[config.mk]
export PLATFORM = sky130hd
export DESIGN_NAME = word_serializer_flat
export DESIGN_NICKNAME = d
export VERILOG_FILES = /design/src/rtl/word_serializer_pkg.sv /design/src/rtl/word_serializer_if.sv /design/src/rtl/word_serializer.sv /design/src/flat_wrapper.sv
export SDC_FILE = /design/constraint.sdc
export NUM_CORES = 1
export LEC_CHECK = 0
export ABC_AREA = 1
export CAP_MARGIN = 15
export CORE_MARGIN = 2
export CORE_UTILIZATION = 59
export CTS_BUF_LIST = sky130_fd_sc_hd__clkbuf_2
export DETAILED_ROUTE_END_ITERATION = 10
export PLACE_DENSITY = 0.95
export RECOVER_POWER = 50
export SLEW_MARGIN = 20
export SYNTH_ARGS = -nofsm -noshare
export SYNTH_HDL_FRONTEND = slang
export SYNTH_SLANG_ARGS = --single-unit
[constraint.sdc]
create_clock -name clk -period 2.2 [get_ports clk]
set_input_delay 0.66 -clock clk [delete_from_list [all_inputs] [get_ports clk]]
set_output_delay 0.66 -clock clk [all_outputs]
set_load 0.1 [all_outputs]
[src/rtl/word_serializer_pkg.sv]
// Shared types and defaults for the word serializer.
// The FSM state encoding and parameter defaults live here.
package word_serializer_pkg;

    typedef enum logic {
        IDLE,
        SHIFT
    } state_t;

    localparam int   DEFAULT_WIDTH    = 8;
    localparam logic DEFAULT_IDLE_BIT = 1'b0;

endpackage

[src/rtl/word_serializer_if.sv]
// Parallel word input handshake plus serial output bundle of the word serializer.
// The slave modport is the serializer side; the master modport is the producer/consumer side.
interface word_serializer_if
    import word_serializer_pkg::*;
#(
    parameter int WIDTH = DEFAULT_WIDTH
) ();

    logic [WIDTH-1:0] din;
    logic             din_valid;
    logic             din_ready;
    logic             ser_out;
    logic             ser_valid;
    logic             last;
    logic             busy;

    modport slave (
        input  din,
        input  din_valid,
        output din_ready,
        output ser_out,
        output ser_valid,
        output last,
        output busy
    );

    modport master (
        output din,
        output din_valid,
        input  din_ready,
        input  ser_out,
        input  ser_valid,
        input  last,
        input  busy
    );

endinterface

[src/rtl/word_serializer.sv]
// Parallel-to-serial converter with a one-word holding register, so consecutive
// words leave on ser_out with no idle cycle between them.
module word_serializer
    import word_serializer_pkg::*;
#(
    parameter int   WIDTH     = DEFAULT_WIDTH,
    parameter bit   MSB_FIRST = 1'b1,
    parameter logic IDLE_BIT  = DEFAULT_IDLE_BIT
) (
    input  logic             clk,
    input  logic             reset,
    word_serializer_if.slave bus
);

    localparam int            CW      = $clog2(WIDTH);
    localparam logic [CW-1:0] CNT_TOP = CW'(WIDTH - 1);

    state_t           state_reg, state_next;
    logic [WIDTH-1:0] sr_reg, sr_next;
    logic [WIDTH-1:0] hr_reg, hr_next;
    logic [CW-1:0]    cnt_reg, cnt_next;
    logic             hf_reg, hf_next;
    logic             ser_out_reg, ser_out_next;
    logic             ser_valid_reg, ser_valid_next;

    logic             last;
    logic             shifter_free;
    logic             transfer;
    logic [WIDTH-1:0] load_word;
    logic [WIDTH-1:0] shifted;

    function automatic logic first_bit(input logic [WIDTH-1:0] w);
        return MSB_FIRST ? w[WIDTH-1] : w[0];
    endfunction

    assign last         = ser_valid_reg && (cnt_reg == '0);
    assign shifter_free = (state_reg == IDLE) || last;
    // din_ready depends only on hf_reg, so the transfer has no comb path back to din_valid.
    assign transfer     = bus.din_valid && !hf_reg;
    // A held word always wins over a new bypass word when the shifter frees up.
    assign load_word    = hf_reg ? hr_reg : bus.din;
    assign shifted      = MSB_FIRST ? {sr_reg[WIDTH-2:0], 1'b0} : {1'b0, sr_reg[WIDTH-1:1]};

    always_comb begin
        state_next     = state_reg;
        sr_next        = sr_reg;
        hr_next        = hr_reg;
        hf_next        = hf_reg;
        cnt_next       = cnt_reg;
        ser_out_next   = ser_out_reg;
        ser_valid_next = ser_valid_reg;

        if (shifter_free) begin
            if (hf_reg || transfer) begin
                state_next     = SHIFT;
                sr_next        = load_word;
                hf_next        = 1'b0;
                cnt_next       = CNT_TOP;
                ser_out_next   = first_bit(load_word);
                ser_valid_next = 1'b1;
            end else begin
                state_next     = IDLE;
                cnt_next       = '0;
                ser_out_next   = IDLE_BIT;
                ser_valid_next = 1'b0;
            end
        end else begin
            sr_next      = shifted;
            ser_out_next = first_bit(shifted);
            cnt_next     = cnt_reg - 1'b1;
            if (transfer) begin
                hr_next = bus.din;
                hf_next = 1'b1;
            end
        end
    end

    always_ff @(posedge clk or posedge reset) begin
        if (reset) begin
            state_reg     <= IDLE;
            sr_reg        <= '0;
            hr_reg        <= '0;
            hf_reg        <= 1'b0;
            cnt_reg       <= '0;
            ser_out_reg   <= IDLE_BIT;
            ser_valid_reg <= 1'b0;
        end else begin
            state_reg     <= state_next;
            sr_reg        <= sr_next;
            hr_reg        <= hr_next;
            hf_reg        <= hf_next;
            cnt_reg       <= cnt_next;
            ser_out_reg   <= ser_out_next;
            ser_valid_reg <= ser_valid_next;
        end
    end

    assign bus.din_ready = !hf_reg;
    assign bus.ser_out   = ser_out_reg;
    assign bus.ser_valid = ser_valid_reg;
    assign bus.last      = last;
    assign bus.busy      = (state_reg == SHIFT) || hf_reg;

endmodule

[src/flat_wrapper.sv]
// flat-port wrapper written by rule: the top's interface ports become plain ports
module word_serializer_flat import word_serializer_pkg::*;
#(
    parameter int   WIDTH     = DEFAULT_WIDTH,
    parameter bit   MSB_FIRST = 1'b1,
    parameter logic IDLE_BIT  = DEFAULT_IDLE_BIT
)
  (clk, reset, bus_din, bus_din_valid, bus_din_ready, bus_ser_out, bus_ser_valid, bus_last, bus_busy);
  word_serializer_if #(.WIDTH(WIDTH)) bus_i ();
  input  logic clk;
  input  logic reset;
  input wire logic [$bits(bus_i.din)-1:0] bus_din;
  input wire logic [$bits(bus_i.din_valid)-1:0] bus_din_valid;
  output wire logic [$bits(bus_i.din_ready)-1:0] bus_din_ready;
  output wire logic [$bits(bus_i.ser_out)-1:0] bus_ser_out;
  output wire logic [$bits(bus_i.ser_valid)-1:0] bus_ser_valid;
  output wire logic [$bits(bus_i.last)-1:0] bus_last;
  output wire logic [$bits(bus_i.busy)-1:0] bus_busy;
  assign bus_i.din = bus_din;
  assign bus_i.din_valid = bus_din_valid;
  assign bus_din_ready = bus_i.din_ready;
  assign bus_ser_out = bus_i.ser_out;
  assign bus_ser_valid = bus_i.ser_valid;
  assign bus_last = bus_i.last;
  assign bus_busy = bus_i.busy;
  word_serializer #(.WIDTH(WIDTH), .MSB_FIRST(MSB_FIRST), .IDLE_BIT(IDLE_BIT)) u_core (.clk(clk), .reset(reset), .bus(bus_i));
endmodule
; After elaboration in Yosys (flattened, before gate mapping)
; Index checks and enable logic that the tools add are counted.
[word_totals]
inputBits = 11
ff_bits = 21
wordCells = 31
output_inout_bits = 5
[classes]
addsub = 1
mux = 11
n_reduce_logical = 10
n_eq_ne = 1
bitwise = 2
[ops]
columns = op, count
row1 = 7-bit two-way mux, 2
row2 = 8-bit two-way mux, 1
row3 = 1-bit two-way mux, 6
row4 = 3-bit two-way mux, 2
row5 = 2-bit AND reduction, 2
row6 = 3-bit zero test, 1
row7 = 1-bit logical OR, 3
row8 = 3-bit by 1-bit subtractor with 3-bit output (second input constant), 1
row9 = 1-bit logical AND, 2
row10 = 2-bit inequality test (second input constant), 1
row11 = 1-bit inverter, 2
row12 = 2-bit nonzero test, 1
row13 = 1-bit zero test, 1

; Logic depth before layout (Yosys ltp)
[logic_depth]
ltp_word = 5
mapped_depth = 8

; Worst setup path after synthesis
; OpenSTA, ideal clock, no wires.
[synth_path]
kind = register to output
from = register u_core.hf_reg
to = output port bus_busy
required_ps = 1540
path_slack_ps = -464
path_stages_with_launch = 5
arrival_time_ps = 2004
path_cell_list = dfrtp_1 > buf_6 > buf_6 > inv_1 > nand2_1
[synth_via]
elab_chain_cells = 1
[synth_lines]
columns = element, line_no
row1 = "start, declared", word_serializer.sv:22  ; logic hf_reg, hf_next;
row2 = "start signal, assigned", word_serializer.sv:91  ; hf_reg <= hf_next;
row3 = 1-bit logical OR, word_serializer.sv:102  ; assign bus.busy = (state_reg == SHIFT) || hf_reg;
row4 = "end, declared", flat_wrapper.sv:18  ; output wire logic [$bits(bus_i.busy)-1:0] bus_busy;
; Every way passes these cells.

; Final worst setup path
[layout_path]
from = register u_core.cnt_reg[0]
to = output port bus_last
[layout_via]
elab_chain_cells = 2
[layout_lines]
columns = element, line_no
row1 = "start, declared", word_serializer.sv:21  ; logic [CW-1:0] cnt_reg, cnt_next;
row2 = "start signal, assigned", word_serializer.sv:92  ; cnt_reg <= cnt_next;
row3 = 3-bit zero test, word_serializer.sv:36  ; assign last = ser_valid_reg && (cnt_reg == '0);
row4 = 1-bit logical AND, word_serializer.sv:36
row5 = "end, declared", flat_wrapper.sv:17  ; output wire logic [$bits(bus_i.last)-1:0] bus_last;
; Every way passes these cells.

==> results by group <==
Detailed routing
  – 1st-iter DRT viols: 18
  – Routed via count: between 800 and 900
  – DRT Pass-1 Iters: 4
  – Routed len/inst: roughly 12 microns
  – DRC viols: 0
  – Vias per inst: roughly 5
  – DRT Wirelength: approximately 2000 microns
  – Post-route ant nets: 0

Worst setup path
  – CP Launch Type: register
  – Crit path depth: 6
  – Worst EP required: 1.54 ns
  – CP max-delay cell: dfrtp_1
  – Critical Path Sink Type: output pin
  – Worst path cell trace: inv_1 > ha_2 > ha_4 > nand2_1 > inv_1 > buf_12
  – WP buf/inv: 3
  – Worst EP arrival: between 1 and 1.5 ns
  – Worst r2r dst: u_core.sr_reg[6]
  – Reg-to-Reg Start: u_core.hf_reg
  – R2R setup slack: just under 0.4 ns
  – Critical Path Most Common Cell: inv_1
  – Reg2Reg Depth: 5
  – Delay-heaviest family, CP: flip-flops
  – Crit path max fanout: 3
  – Max incr delay on CP: around 0.40 ns
  – Critical path class: reg2out

Timing
  – Count of final setup violators: 0
  – Achievable Freq: roughly 470 MHz
  – Relative slew slack: between 20 and 30%
  – Final setup TNS: 0 ns
  – Slew @ Worst Pin: around 1.1 ns
  – Max Slew Vio Count: 0
  – Final Hold Viols: 0
  – Clock skew: between 0.004 and 0.005 ns
  – Final critical-path share of the clock period: a little over nine tenths
  – Unrepaired setup endpoints after global routing: no
  – Tmin final: 2.11 ns

Min path
  – Hold Crit Depth: 2
  – Worst hold path class: reg2reg
  – Min-Delay Startpoint: u_core.hr_reg[2]
  – Hold path endpoint: u_core.hr_reg[2]

Cells and area
  – Commonest non-fill, non-tap cells in the layout: nand2_1, dfrtp_1, inv_1
  – Layout net count: roughly 150
  – Largest register FFs: 8
  – Commonest non-fill, non-tap cell in the layout: nand2_1
  – Post-Layout Cell Count: between 150 and 200
  – Synth-to-layout area growth: 18.2%
  – Ant diodes: 0
  – Final core utilization: between 70 and 80%
  – Layout cells sized above 1: approximately a quarter

Synth
  – Avg Cell Area, Syn: 9.07 sq um
  – Sequential-to-total area share from yosys stat: 47.5%
  – Number of synthesized register bits: 21
  – Synth unique cells: 17
  – Syn Nets: between 100 and 150
  – Netlist Area Pre-Place: 1110 sq um
  – Cells after Synth: ~120
  – Ys Warns: 0

Place
  – Port bufs: 15
  – DPL Wire Length: roughly 1500 microns
  – RePlAce Congestion: between 0.7 and 0.8
  – DP Cell Count: ~160

Global route
  – Vias in the first global route: about 810
  – Largest net degree at the start of global routing: 22
  – Antenna violations before repair: 0
  – Remaining Overflow, GRT: 0
  – First-pass GRT wire length: about 3400 microns
  – Global-route usage over all layers: between 20% and 30%

Clocking
  – H-tree depth: 1
  – Clk_lat worst skew: ~0.33 ns
  – TritonCTS Buffers: 3
  – Postcts setup bufs: 0
  – Max clock buf depth: 2
  – CTS tree: done
  – Clock Tree Root: clkbuf_2
  – Cts repair resizes: 0
  – Worst-path clk slew: approximately 0.19 ns
  – Hold_buf cts: 0
  – # clock sinks: 21

Floorplan
  – Core Region: approximately 1700 sq um
  – Die W: approximately 47 microns
  – Die area: about 2200 sq um
  – Row count: 15
  – Die Height: roughly 47 microns
  – Initial Util: 63.4%
  – Ports: 16

Pwr
  – Combinational Power Share: ~49%
  – Worst IR drop on VDD: about 750 uV
  – Pint: slightly below 900 uW
  – P per Cell Area: 1170 nW/um^2
  – Sequential power share: approximately two fifths
  – Clock Power Share: between 10% and 20%
  – NetSw: ~660 uW
  – Leak Pwr: 0.000667 uW
  – Sw frac: 43.1%

Job
  – Max-cap check violation count: 0

Run status
  – Outcome: finished, final reports clean
per-stage QoR:
stage	setup slack (ns)	power (uW)	cell area, sq um	hold WS (ns)
global route	0.00762	1640	1310	0.546
global placement	0.409	1300	1280	0.466
finish	0.0863	1520	1310	0.517
detailed placement	0.357	1360	1280	0.472
CTS	0.0337	1510	1300	0.515
floorplan	-0.0579	1210	1110	0.450
layer usage:
layer  vias to the layer above  wire length [microns]  track usage (%)
met1                       383                    783             25.2
met2                        18                   1100             41.1
li1                        409                      -                -
met5                         -                      0                0
met4                         0                     30             8.89
met3                         5                     55             2.31
area by class of cell:
type                       instances  area [sq um]
tap                               25          31.3
clock buffer                       4          20.0
fill                             130           438
timing repair buffer              17           199
sequential                        21           527
multi-input combinational         77           459
inverter                          18          71.3
worst register-to-register path, stage by stage, from the launching register on:
cell	delay [ns]
dfrtp_1	0.45
buf_4	0.21
nor2_1	0.73
nor2_4	0.13
nand2_1	0.13
nand3_1	0.07
power by group through the flow:
stage | sequential (uW) | clock, uW | combinational, uW
after floorplan | 648 | 0 | 560
after global placement | 613 | 0 | 687
after detailed placement | 626 | 0 | 730
after CTS | 617 | 166 | 731
after global routing | 637 | 182 | 824
final | 618 | 166 | 740
cells by family (layout without fill, tap and decap cells):
logic type / after synthesis / in the layout / synth area share, %
buffers and inverters: 24 / 39 / 11.9
adder cells (fa/ha/maj): 2 / 2 / 2.26
AND/OR/NAND/NOR: 56 / 56 / 25.3
flip-flops: 21 / 21 / 47.5
AO/OA/AOI/OAI: 19 / 19 / 13.0
how the worst max path moves through the flow:
stage / startpoint / to / slack, ns
5_1_grt: u_core.cnt_reg[0] / bus_last / 0.008
4_1_cts: u_core.cnt_reg[0] / bus_last / 0.03
3_5_place_dp: bus_din_valid / u_core.sr_reg[6] / 0.36
2_1_floorplan: u_core.hf_reg / bus_busy / -0.06
6_report: u_core.cnt_reg[0] / bus_last / 0.09
3_3_place_gp: bus_din_valid / u_core.hr_reg[6] / 0.41
cell usage after synthesis:
cell	instances	area share, %
nand2_1	32	11
dfrtp_1	21	48
inv_1	16	5.4
nand3_1	14	6.3
o21ai_0	8	3.6
o21ai_2	8	6.3
buf_6	5	5.1
nor2_4	4	4.1
nand2_2	3	1.7
ha_1	2	2.3
inv_2	2	0.68
nand2_4	2	2.0
a21boi_1	1	0.68
a21boi_4	1	1.7
buf_4	1	0.68
nor2_1	1	0.34
o21a_1	1	0.68
(Power assumes the default switching activity.)
